`src/rtl/cache_pkg.sv`:
```
// Shared definitions for the cache refill controller: FSM state encoding,
// default cache geometry and the main-memory line-address width helper.
package cache_pkg;

  localparam int DEFAULT_AINDEX_WIDTH   = 8;
  localparam int DEFAULT_CH_NUM_WIDTH   = 2;
  localparam int DEFAULT_CASH_STR_WIDTH = 64;
  localparam int DEFAULT_TAG_WIDTH      = 22;

  // A main-memory line address is the concatenation {tag, index}.
  function automatic int lineAddrWidth(input int tagWidth, input int indexWidth);
    return tagWidth + indexWidth;
  endfunction

  typedef enum logic [2:0] {
    IDLE,
    WB_READ,
    WB_REQ,
    FILL_REQ,
    FILL_WRITE,
    DONE
  } refill_state_e;

endpackage

```
`src/rtl/cache_refill_ctrl.sv`:
```
// Miss refill controller: optional dirty-victim write-back, line fetch over req/ack,
// then a single-cycle fill of the data memory. Write-back exists only with CACHE_WRITEBACK_EN.
module cache_refill_ctrl
  import cache_pkg::*;
#(
  parameter int AINDEX_WIDTH   = DEFAULT_AINDEX_WIDTH,
  parameter int CH_NUM_WIDTH   = DEFAULT_CH_NUM_WIDTH,
  parameter int CASH_STR_WIDTH = DEFAULT_CASH_STR_WIDTH,
  parameter int TAG_WIDTH      = DEFAULT_TAG_WIDTH
) (
  input  logic                      clk,
  input  logic                      reset,
  input  logic                      miss_valid,
  output logic                      miss_ready,
  input  logic [AINDEX_WIDTH-1:0]   miss_index,
  input  logic [TAG_WIDTH-1:0]      miss_tag,
  input  logic [CH_NUM_WIDTH-1:0]   victim_channel,
  input  logic                      victim_dirty,
  input  logic [TAG_WIDTH-1:0]      victim_tag,
  output logic                      done,
  output logic [AINDEX_WIDTH-1:0]   dm_index,
  output logic [CH_NUM_WIDTH-1:0]   dm_channel,
  output logic                      dm_write,
  output logic [CASH_STR_WIDTH-1:0] dm_wdata,
  input  logic [CASH_STR_WIDTH-1:0] dm_rdata,
  output logic                      mem_req,
  output logic                      mem_we,
  output logic [lineAddrWidth(TAG_WIDTH, AINDEX_WIDTH)-1:0] mem_addr,
  output logic [CASH_STR_WIDTH-1:0] mem_wdata,
  input  logic [CASH_STR_WIDTH-1:0] mem_rdata,
  input  logic                      mem_ack
);

  localparam int LINE_ADDR_WIDTH = lineAddrWidth(TAG_WIDTH, AINDEX_WIDTH);

  refill_state_e r_state;
  refill_state_e w_nextState;

  logic [AINDEX_WIDTH-1:0]   r_index;
  logic [CH_NUM_WIDTH-1:0]   r_channel;
  logic [TAG_WIDTH-1:0]      r_missTag;
  logic [CASH_STR_WIDTH-1:0] r_lineBuf;
  logic                      w_accept;

  assign w_accept = (r_state == IDLE) && miss_valid;

`ifdef CACHE_WRITEBACK_EN
  logic [TAG_WIDTH-1:0] r_victimTag;

  always_ff @(posedge clk or posedge reset) begin
    if (reset) begin
      r_victimTag <= '0;
    end else if (w_accept) begin
      r_victimTag <= victim_tag;
    end
  end
`else
  // Write-through build: victim information and array read data have no consumer.
  logic w_unusedInputs;
  assign w_unusedInputs = ^{victim_dirty, victim_tag, dm_rdata};
`endif

  always_ff @(posedge clk or posedge reset) begin
    if (reset) begin
      r_state <= IDLE;
    end else begin
      r_state <= w_nextState;
    end
  end

  // Every output below depends on the state register and latched data only.
  always_comb begin
    w_nextState = r_state;
    miss_ready  = 1'b0;
    done        = 1'b0;
    dm_write    = 1'b0;
    mem_req     = 1'b0;
    mem_we      = 1'b0;
    mem_addr    = {LINE_ADDR_WIDTH{1'b0}};
    mem_wdata   = {CASH_STR_WIDTH{1'b0}};
    case (r_state)
      IDLE: begin
        miss_ready = 1'b1;
        if (miss_valid) begin
`ifdef CACHE_WRITEBACK_EN
          w_nextState = victim_dirty ? WB_READ : FILL_REQ;
`else
          w_nextState = FILL_REQ;
`endif
        end
      end
`ifdef CACHE_WRITEBACK_EN
      WB_READ: begin
        w_nextState = WB_REQ;
      end
      WB_REQ: begin
        mem_req   = 1'b1;
        mem_we    = 1'b1;
        mem_addr  = {r_victimTag, r_index};
        mem_wdata = r_lineBuf;
        if (mem_ack) begin
          w_nextState = FILL_REQ;
        end
      end
`endif
      FILL_REQ: begin
        mem_req  = 1'b1;
        mem_addr = {r_missTag, r_index};
        if (mem_ack) begin
          w_nextState = FILL_WRITE;
        end
      end
      FILL_WRITE: begin
        dm_write    = 1'b1;
        w_nextState = DONE;
      end
      DONE: begin
        done        = 1'b1;
        w_nextState = IDLE;
      end
      default: begin
        w_nextState = IDLE;
      end
    endcase
  end

  // The line buffer carries the victim line out and the fetched line back in.
  always_ff @(posedge clk or posedge reset) begin
    if (reset) begin
      r_index   <= '0;
      r_channel <= '0;
      r_missTag <= '0;
      r_lineBuf <= '0;
    end else begin
      if (w_accept) begin
        r_index   <= miss_index;
        r_channel <= victim_channel;
        r_missTag <= miss_tag;
      end
`ifdef CACHE_WRITEBACK_EN
      if (r_state == WB_READ) begin
        r_lineBuf <= dm_rdata;
      end
`endif
      if ((r_state == FILL_REQ) && mem_ack) begin
        r_lineBuf <= mem_rdata;
      end
    end
  end

  assign dm_index   = r_index;
  assign dm_channel = r_channel;
  assign dm_wdata   = r_lineBuf;

endmodule

```
`config.mk`:
```
export PLATFORM = sky130hd
export DESIGN_NAME = cache_refill_ctrl
export DESIGN_NICKNAME = d
export VERILOG_FILES = /design/src/rtl/cache_pkg.sv /design/src/rtl/cache_refill_ctrl.sv
export SDC_FILE = /design/constraint.sdc
export NUM_CORES = 1
export LEC_CHECK = 0
export BUFFER_PORTS_ARGS = -buffer_cell sky130_fd_sc_hd__buf_2
export CAP_MARGIN = 20
export CELL_PAD_IN_SITES_DETAIL_PLACEMENT = 1
export CELL_PAD_IN_SITES_GLOBAL_PLACEMENT = 1
export CORE_AREA = 2 2 138 140
export DETAILED_ROUTE_END_ITERATION = 8
export DIE_AREA = 0 0 140 142
export GPL_TIMING_DRIVEN = 0
export PLACE_DENSITY = 0.81
export SETUP_SLACK_MARGIN = 0.2
export SYNTH_ARGS = -nofsm -noshare
export SYNTH_HDL_FRONTEND = slang
export SYNTH_SLANG_ARGS = --single-unit
```
`constraint.sdc`:
```
create_clock -name clk -period 3.39 [get_ports clk]
set_input_delay 0.1695 -clock clk [delete_from_list [all_inputs] [get_ports clk]]
set_output_delay 0.1695 -clock clk [all_outputs]
set_load 0.03 [all_outputs]
```
**After elaboration in Yosys (flattened, before gate mapping)**

Cells that the tools add are included.

- Equal/unequal tests: 5
- Reductions and logical operators: 4
- Mux-type cells: 8

Operators by type and width:

| kind | number |
|---|---|
| $mux W30 | 1 |
| $pmux W3 S3 | 1 |
| $eq A3 B3 Y1 const B | 2 |
| $mux W3 | 2 |
| $mux W1 | 4 |
| $ne A2 B2 Y1 const B | 2 |
| $eq A3 B2 Y1 const B | 1 |
| $logic_not A3 Y1 | 1 |
| $logic_and A1 B1 Y1 | 2 |
| $reduce_and A2 Y1 | 1 |

- Register bits after elaboration: 99
- Input port bits: 187

**Depth between registers and ports, before layout**

Gate-level depths: netlist of run 1.

- Depth in word-level cells: 3
- Mapped depth: 5

**Worst setup path after synthesis of run 1**

Ideal clock, no wire load.

- Path type: flip-flop to output port
- Start: register r_state[2]
- End: output mem_addr[20]
- Buffers on the path: 2
- Slack: 1.679 ns
- Data required time: 3.220 ns
- Arrival: 1.541 ns
- Stages on the path, launching flop included: 6
- Cell sequence: dfrtp_1 buf_6 nand3b_1 inv_1 clkbuf_1 and2_1

- Cells in the longest elaborated chain, start to end: 2

RTL lines:

| item | line | RTL |
|---|---|---|
| from (decl) | cache_refill_ctrl.sv:36 | `refill_state_e r_state;` |
| from (signal assigned) | cache_refill_ctrl.sv:67 | `r_state <= w_nextState;` |
| $eq A3 B2 Y1 | cache_refill_ctrl.sv:81 | `case (r_state)` |
| $mux W30 | cache_refill_ctrl.sv:81 |  |
| to (decl) | cache_refill_ctrl.sv:28 | `output logic [lineAddrWidth(TAG_WIDTH, AINDEX_WIDTH)-1:0] mem_addr,` |

Every way passes these cells.

**Worst setup path in the final report of run 1**

- Start: register r_state[2]
- End: output mem_addr[16]

The elaborated chain is that of the path after synthesis.

==> results of run 1 <==
-- cell type report --
class / count / share of cell area [%]
flip-flops and latches: 99 / 38.8
inverters: 2 / 0.157
clock inverters: 6 / 1.06
repair buffers: 209 / 16.8
plain buffers: 81 / 9.85
well taps: 234 / 4.58
multi-input cells: 204 / 25.3
clock buffers: 9 / 3.52
-- logic make-up after synthesis --
group,synth area share (%)
DFF,55.2
muxes,24.1
buffers and inverters,14.2
and+or+nand+nor,5.97
AOI/OAI and AO/OA,0.474
other,0.0836
-- critical path: cells and delay by family (launching register included) --
family | cells | cell delay [ns]
DFF | 1 | 0.38
and+or+nand+nor | 2 | 0.35
buffers and inverters | 4 | 0.91
-- cell usage in the layout, fill, tap and decap left out, types with 2 or more instances in the layout --
cell type                      n
sky130_fd_sc_hd__clkbuf_16     9
sky130_fd_sc_hd__clkinvlp_4    2
sky130_fd_sc_hd__clkbuf_1      3
sky130_fd_sc_hd__buf_4        66
sky130_fd_sc_hd__nand3b_1      2
sky130_fd_sc_hd__buf_6        10
sky130_fd_sc_hd__and2_1       30
sky130_fd_sc_hd__conb_1       65
sky130_fd_sc_hd__clkinv_4      2
sky130_fd_sc_hd__mux2_1        2
sky130_fd_sc_hd__dfrtp_1      99
sky130_fd_sc_hd__nor2_1        2
sky130_fd_sc_hd__buf_2       209
sky130_fd_sc_hd__mux2_2       94
-- metrics by stage --
stage               total power [mW]  worst slack, ns  std cells  cell area [um2]  utilization [%]
floorplan                       4.11            0.630        386             4730                -
global placement                4.86           -0.783        827             6060             32.8
detailed placement              4.97             1.57        828             6090             33.0
CTS                             6.05             1.18        844             6390             34.6
global route                    6.28             1.07        844             6390             34.6
finish                          5.94             1.24        844             6390             34.6
-- registers in the layout (all words and copies together), names as in the netlist --
signal and count:
dm_index 8, r_state 3, dm_channel 2, r_missTag 22, dm_wdata 64
-- report_power, final --
part	internal [mW]	total, mW	switching (mW)
logic	1.08	2.86	1.79
clock network	0.570	1.03	0.462
registers	1.77	2.05	0.276
total	3.42	5.94	2.52
-- path summary, 6_finish.rpt --
kind | from | end | slack (ns) | cells after the start
max reg2reg | r_state[0] | dm_index[1] | 1.63 | 4
max in group asynchronous | reset | r_missTag[8] | 2.25 | 4
min reg2reg | r_missTag[2] | r_missTag[2] | 0.50 | 1
min | miss_index[7] | dm_index[7] | 0.04 | 2
max | r_state[2] | mem_addr[16] | 1.24 | 6
min in group asynchronous | reset | dm_wdata[21] | 0.46 | 3
-- per-layer routing --
layer	GRT usage (%)	vias up	part of all wire, %
li1	-	1513	-
met1	12.5	1581	37
met2	19.9	150	51
met3	4.27	21	9.4
met4	5.79	2	2.9
met5	0	-	0.095
-- repair_timing --
action,4_1_cts,5_1_grt
hold buffers,1,0
resized for setup,0,0
hold endpoints to repair,42,0
setup buffers,0,0
==> metrics.csv, run 1 <==
stage;metric;value;unit
routing;number_of_search_and_repair_iterations_in_the_first_detailed_routing_pass;8;
cts;cts_max_level;3;
layout;num-fill-cells;2125;
floorplanning;num_io_pins;360;
yosys;synth_top_flop_cell;sky130_fd_sc_hd__dfrtp_1;
pwr;total_leakage_power;3.44;nW
floorplanning;chipHeight;142;um
worst_setup_path;slowest_cell_delay_on_critical_path;0.38;ns
floorplanning;floorplan.die_area;19900;um2
global_routing;globalRoute.totalOverflow;0;
floorplanning;chipWidth;140;um
yosys;syn_area_per_cell;13.9;um2
cts;clkTransAtPathRegs;0.07;ns
routing;drtIter0Drc;83;
yosys;synth.most_common_cell;sky130_fd_sc_hd__dfrtp_1;
job;cap_violations;0;
yosys;syn_inst;322;
layout;drive_gt1_share;65.2;%
routing;routedWlPerCell;13.8;um
layout;n_antenna_cell;0;
cts;clockBufferDepth;2;
global_routing;grt_first_pass_wirelength;17800;um
worst_setup_path;crit_path_start_kind;register;
yosys;seq_area_frac_synth;55.2;%
timing;relative_max_transition_margin;62.7;%
timing;finalCritPeriodShare;63.4;%
timing;grt_setup_unrepaired;no;
timing;post-route-min-period;2.15;ns
yosys;post_synth_instance_area;4490;um2
global_routing;antenna_found_initial;1;
layout;multi_input_comb_area;1610;um2
status;status;finished with violations;
layout;regArea;2480;um2
yosys;postSynth.asyncResetShare;100;%
cts;cts_root_buffer;sky130_fd_sc_hd__clkbuf_16;
yosys;synth-edff-count;0;
status;failed_checks;DRC;
timing;drv_slew;0;
routing;routed_wirelength;11600;um
timing;worstMarginPinSlew;0.560;ns
layout;nets_finish;793;
floorplanning;initial_core_utilization;24.3;%
placement;hpwlAfterDp;9160;um
yosys;number_of_warnings_printed_during_yosys_synthesis;0;
worst_setup_path;timing_worst_setup_path_type;reg -> out;
timing;tns;0;ns
worst_setup_path;cp.arrival;1.98;ns
yosys;synth-seq-cells;99;
timing;fin_worst_hold_slack;0.0414;ns
yosys;synth_top_cells_by_count;sky130_fd_sc_hd__dfrtp_1, sky130_fd_sc_hd__mux2_2, sky130_fd_sc_hd__buf_4;
worst_setup_path;critical_path.cell_chain;buf_6, nand3b_1, inv_1, clkbuf_1, and2_1, buf_2;
cts;clkLatencyLatePin;0.35;ns
yosys;synthTopCellsByArea;sky130_fd_sc_hd__dfrtp_1, sky130_fd_sc_hd__mux2_2, sky130_fd_sc_hd__buf_4, sky130_fd_sc_hd__and2_1, sky130_fd_sc_hd__buf_6;
routing;final_antenna_net_count;0;
yosys;synthDominantAreaCellType;sky130_fd_sc_hd__dfrtp_1;
worst_setup_path;critical_path.max_fanout;10;
yosys;post-synth-top-area-fraction;55.2;%
layout;areaGrowthSynthToFinish;42.4;%
cts;clock_buffer_count_from_cts;9;
routing;routed_via_count;3267;
floorplanning;floorplan.rows;50;
worst_hold_path;holdCritPathClass;in -> reg;
cts;cts_sink_cnt;99;
routing;post_detailed_route_via_to_cell_ratio;3.87;
yosys;count_of_unique_library_cells_instantiated_by_yosys;21;
pwr;power_density;929;nW/um2
worst_setup_path;cp.required;3.22;ns
floorplanning;core_area;18500;um2
global_routing;grt_usage;11.5;%
timing;finalHoldViolations;0;
global_routing;grt_pass1_vias;3412;
global_routing;grt_start_max_net_pins;58;
routing;route.detailed.drc;18;
timing;final-setup-viol-count;0;
placement;place.port_buffers;207;
timing;finClkSkew;0.00912;ns
cts;cts_tree;yes;
worst_setup_path;endpoint_kind;primary output;
timing;max_freq;465;MHz
pwr;worst_ir_drop_vdd;0.000342;V
worst_setup_path;critical_path.slowest_cell;sky130_fd_sc_hd__dfrtp_1;
placement;final_weighted_congestion_in_routability_driven_placement;0.686;
Power figures use the tool's default switching activity.
==> run 2, diff against run 1 <==
--- a/config.mk
+++ b/config.mk
@@ -9,11 +9,11 @@
 export CAP_MARGIN = 20
 export CELL_PAD_IN_SITES_DETAIL_PLACEMENT = 1
 export CELL_PAD_IN_SITES_GLOBAL_PLACEMENT = 1
-export CORE_AREA = 2 2 138 140
+export CORE_AREA = 2 2 139 141
 export DETAILED_ROUTE_END_ITERATION = 8
-export DIE_AREA = 0 0 140 142
+export DIE_AREA = 0 0 141 143
 export GPL_TIMING_DRIVEN = 0
-export PLACE_DENSITY = 0.81
+export PLACE_DENSITY = 0.83
 export SETUP_SLACK_MARGIN = 0.2
 export SYNTH_ARGS = -nofsm -noshare
 export SYNTH_HDL_FRONTEND = slang
==> constraint.sdc (replaced) <==
create_clock -name clk -period 1.85 [get_ports clk]
set_input_delay 0.0925 -clock clk [delete_from_list [all_inputs] [get_ports clk]]
set_output_delay 0.0925 -clock clk [all_outputs]
set_load 0.03 [all_outputs]
==> run 2 against run 1 <==
The flow now finishes without violations. Clock power up 79%. Register-to-register slack got worse by 1.5 ns. Count of clock-buffer cells in the layout increased by 1. Wire length is 37% higher. Hold slack better by 0.061 ns. Total power rose by 100%. Critical path depth unchanged. Sequential power grew 87%. Final cell count rose by 14%. Via count increased by 17%. Sequential share of layout area shrank 7.5 points. Critical endpoint is now mem_addr[4]. Largest power group unchanged. Highest routed layer is now met4.
==> metrics.csv, run 2 (synthesis gave the netlist of run 1 again) <==
stage;metric;value;unit
layout;areaGrowthSynthToFinish;76.6;%
timing;finalCritPeriodShare;95.5;%
global_routing;antenna_found_initial;2;
floorplanning;num_io_pins;360;
global_routing;grt_start_max_net_pins;36;
layout;largest_reg_flops;64;
timing;setup_slack;0.0832;ns
layout;commonest_non_fill_non_tap_cell_in_the_layout;sky130_fd_sc_hd__buf_2;
timing;tns;0;ns
cts;cts_root_buffer;sky130_fd_sc_hd__clkbuf_16;
floorplanning;initial_core_utilization;24.2;%
pwr;power_density;1500;nW/um2
placement;final_weighted_congestion_in_routability_driven_placement;0.751;
layout;nets_finish;908;
routing;final_antenna_net_count;0;
layout;drive_gt1_share;62.0;%
layout;finish.instance_area;7930;um2
cts;cts_sink_cnt;99;
floorplanning;core_area;18600;um2
floorplanning;chipHeight;143;um
timing;worstMarginPinSlew;0.767;ns
global_routing;grt_pass1_vias;4235;
timing;final-setup-viol-count;0;
worst_hold_path;holdCritPathClass;in -> reg;
floorplanning;floorplan.rows;50;
cts;clkTransAtPathRegs;0.07;ns
cts;cts_tree;yes;
floorplanning;chipWidth;141;um
timing;relative_max_transition_margin;48.8;%
cts;cts_max_level;3;
routing;routed_via_count;3830;
pwr;worst_ir_drop_vdd;0.000686;V
timing;fin_worst_hold_slack;0.102;ns
timing;grt_setup_unrepaired;yes;
placement;placedInstanceArea;6100;um2
worst_setup_path;cp.required;1.76;ns
routing;routed_wirelength;15900;um
routing;post_detailed_route_via_to_cell_ratio;3.98;
worst_setup_path;crit_path_start_kind;register;
timing;max_freq;566;MHz
worst_setup_path;cp.arrival;1.67;ns
worst_setup_path;worst-r2r-setup-slack;0.10;ns
timing;post-route-min-period;1.77;ns
worst_setup_path;reg2reg_depth;6;
cts;clockBufferDepth;2;
routing;number_of_search_and_repair_iterations_in_the_first_detailed_routing_pass;4;
floorplanning;floorplan.die_area;20200;um2
pwr;total_leakage_power;4.05;nW
worst_setup_path;timing_worst_setup_path_type;reg -> out;
timing;finClkSkew;0.00750;ns
cts;clock_buffer_count_from_cts;9;
worst_setup_path;worstSetupStartpoint;r_state[0];
worst_setup_path;endpoint_kind;primary output;
worst_setup_path;critical_path.endpoint;mem_addr[4];
placement;place_worst_setup_slack;0.106;ns
routing;route.detailed.drc;0;
status;status;completed;
layout;most-common-layout-cells;sky130_fd_sc_hd__buf_2, sky130_fd_sc_hd__dfrtp_1, sky130_fd_sc_hd__dlygate4sd3_1, sky130_fd_sc_hd__mux2_2, sky130_fd_sc_hd__buf_4;
placement;place.port_buffers;207;
job;cap_violations;0;
global_routing;grt_first_pass_wirelength;23100;um
cts;clkLatencyLatePin;0.35;ns
routing;routedWlPerCell;16.5;um
worst_setup_path;critical_path.max_fanout;8;
timing;drv_slew;0;
global_routing;globalRoute.totalOverflow;0;
worst_setup_path;rr_startpoint;r_state[1];
routing;drtIter0Drc;72;
placement;hpwlAfterDp;9280;um
worst_setup_path;critical_path.reg2reg.endpoint;dm_index[7];
layout;postLayoutCoreUtil;42.7;%
global_routing;grt_usage;15.1;%
timing;finalHoldViolations;0;
==> run 2: cell types whose count changed in the layout (fill, tap and decap cells not counted), sizes merged <==
cell / previous run / this run
dlygate4sd3: 1 / 98
buf: 286 / 305
diode: 0 / 3
bufinv: 1 / 0
clkinv: 3 / 4
==> run 2: worst min-delay path by stage <==
| stage | cells after the start | end | from | slack [ns] |
|---|---|---|---|---|
| final | 3 | r_state[0] | miss_valid | 0.10 |
| after global routing | 3 | r_state[1] | miss_valid | 0.13 |
| after CTS | 3 | r_state[0] | miss_valid | 0.06 |
| after detailed placement | 2 | dm_wdata[54] | reset | 0.27 |
| after global placement | 2 | dm_index[7] | miss_index[7] | 0.31 |
| after floorplan | 1 | r_state[0] | mem_ack | 0.18 |
==> run 2: timing repair <==
action                                  CTS  global route
hold buffers                             98             0
buffers inserted                          4             8
endpoints found under the hold margin   129             0
resized for setup                       100            29
pin swaps                                20             6
endpoints found under the setup margin   77            73
gates cloned                              3             2
==> run 2: cell type report <==
type                       count  area, um2
fill                        2050      10700
sequential                    99       2480
timing repair buffer         324       2450
multi-input combinational    204       1700
buffer                        81        697
tap                          234        293
clock buffer                  10        239
clock inverter                 6       47.5
inverter                       2       16.3
antenna                        3       7.51
==> run 2: critical path: stages, from the launching register on <==
cell	delay, ns
sky130_fd_sc_hd__dfrtp_1	0.39
sky130_fd_sc_hd__buf_6	0.13
sky130_fd_sc_hd__nand3b_1	0.17
sky130_fd_sc_hd__clkinv_4	0.18
sky130_fd_sc_hd__buf_8	0.17
sky130_fd_sc_hd__and2_4	0.15
sky130_fd_sc_hd__buf_6	0.13
==> run 2: layer usage <==
metal	part of all wire (%)	global-route usage [%]	wire length, um	vias up
met2	59	29.2	9320	149
met1	33	15.2	5230	1900
met5	0	0	0	-
met4	3.4	6.37	542	0
li1	-	-	-	1744
met3	5.1	4.12	805	37
==> run 2: stage by stage <==
stage,instances,total power [mW]
finish,963,11.9
CTS,950,11.5
global placement,827,8.91
floorplan,386,7.53
detailed placement,829,9.11
global route,962,12.5
==> run 2: power breakdown <==
group	switching [mW]	internal [mW]	total, mW
Combinational	3.57	2.67	6.24
Clock	0.878	0.963	1.84
Sequential	0.594	3.25	3.84
Total	5.04	6.88	11.9
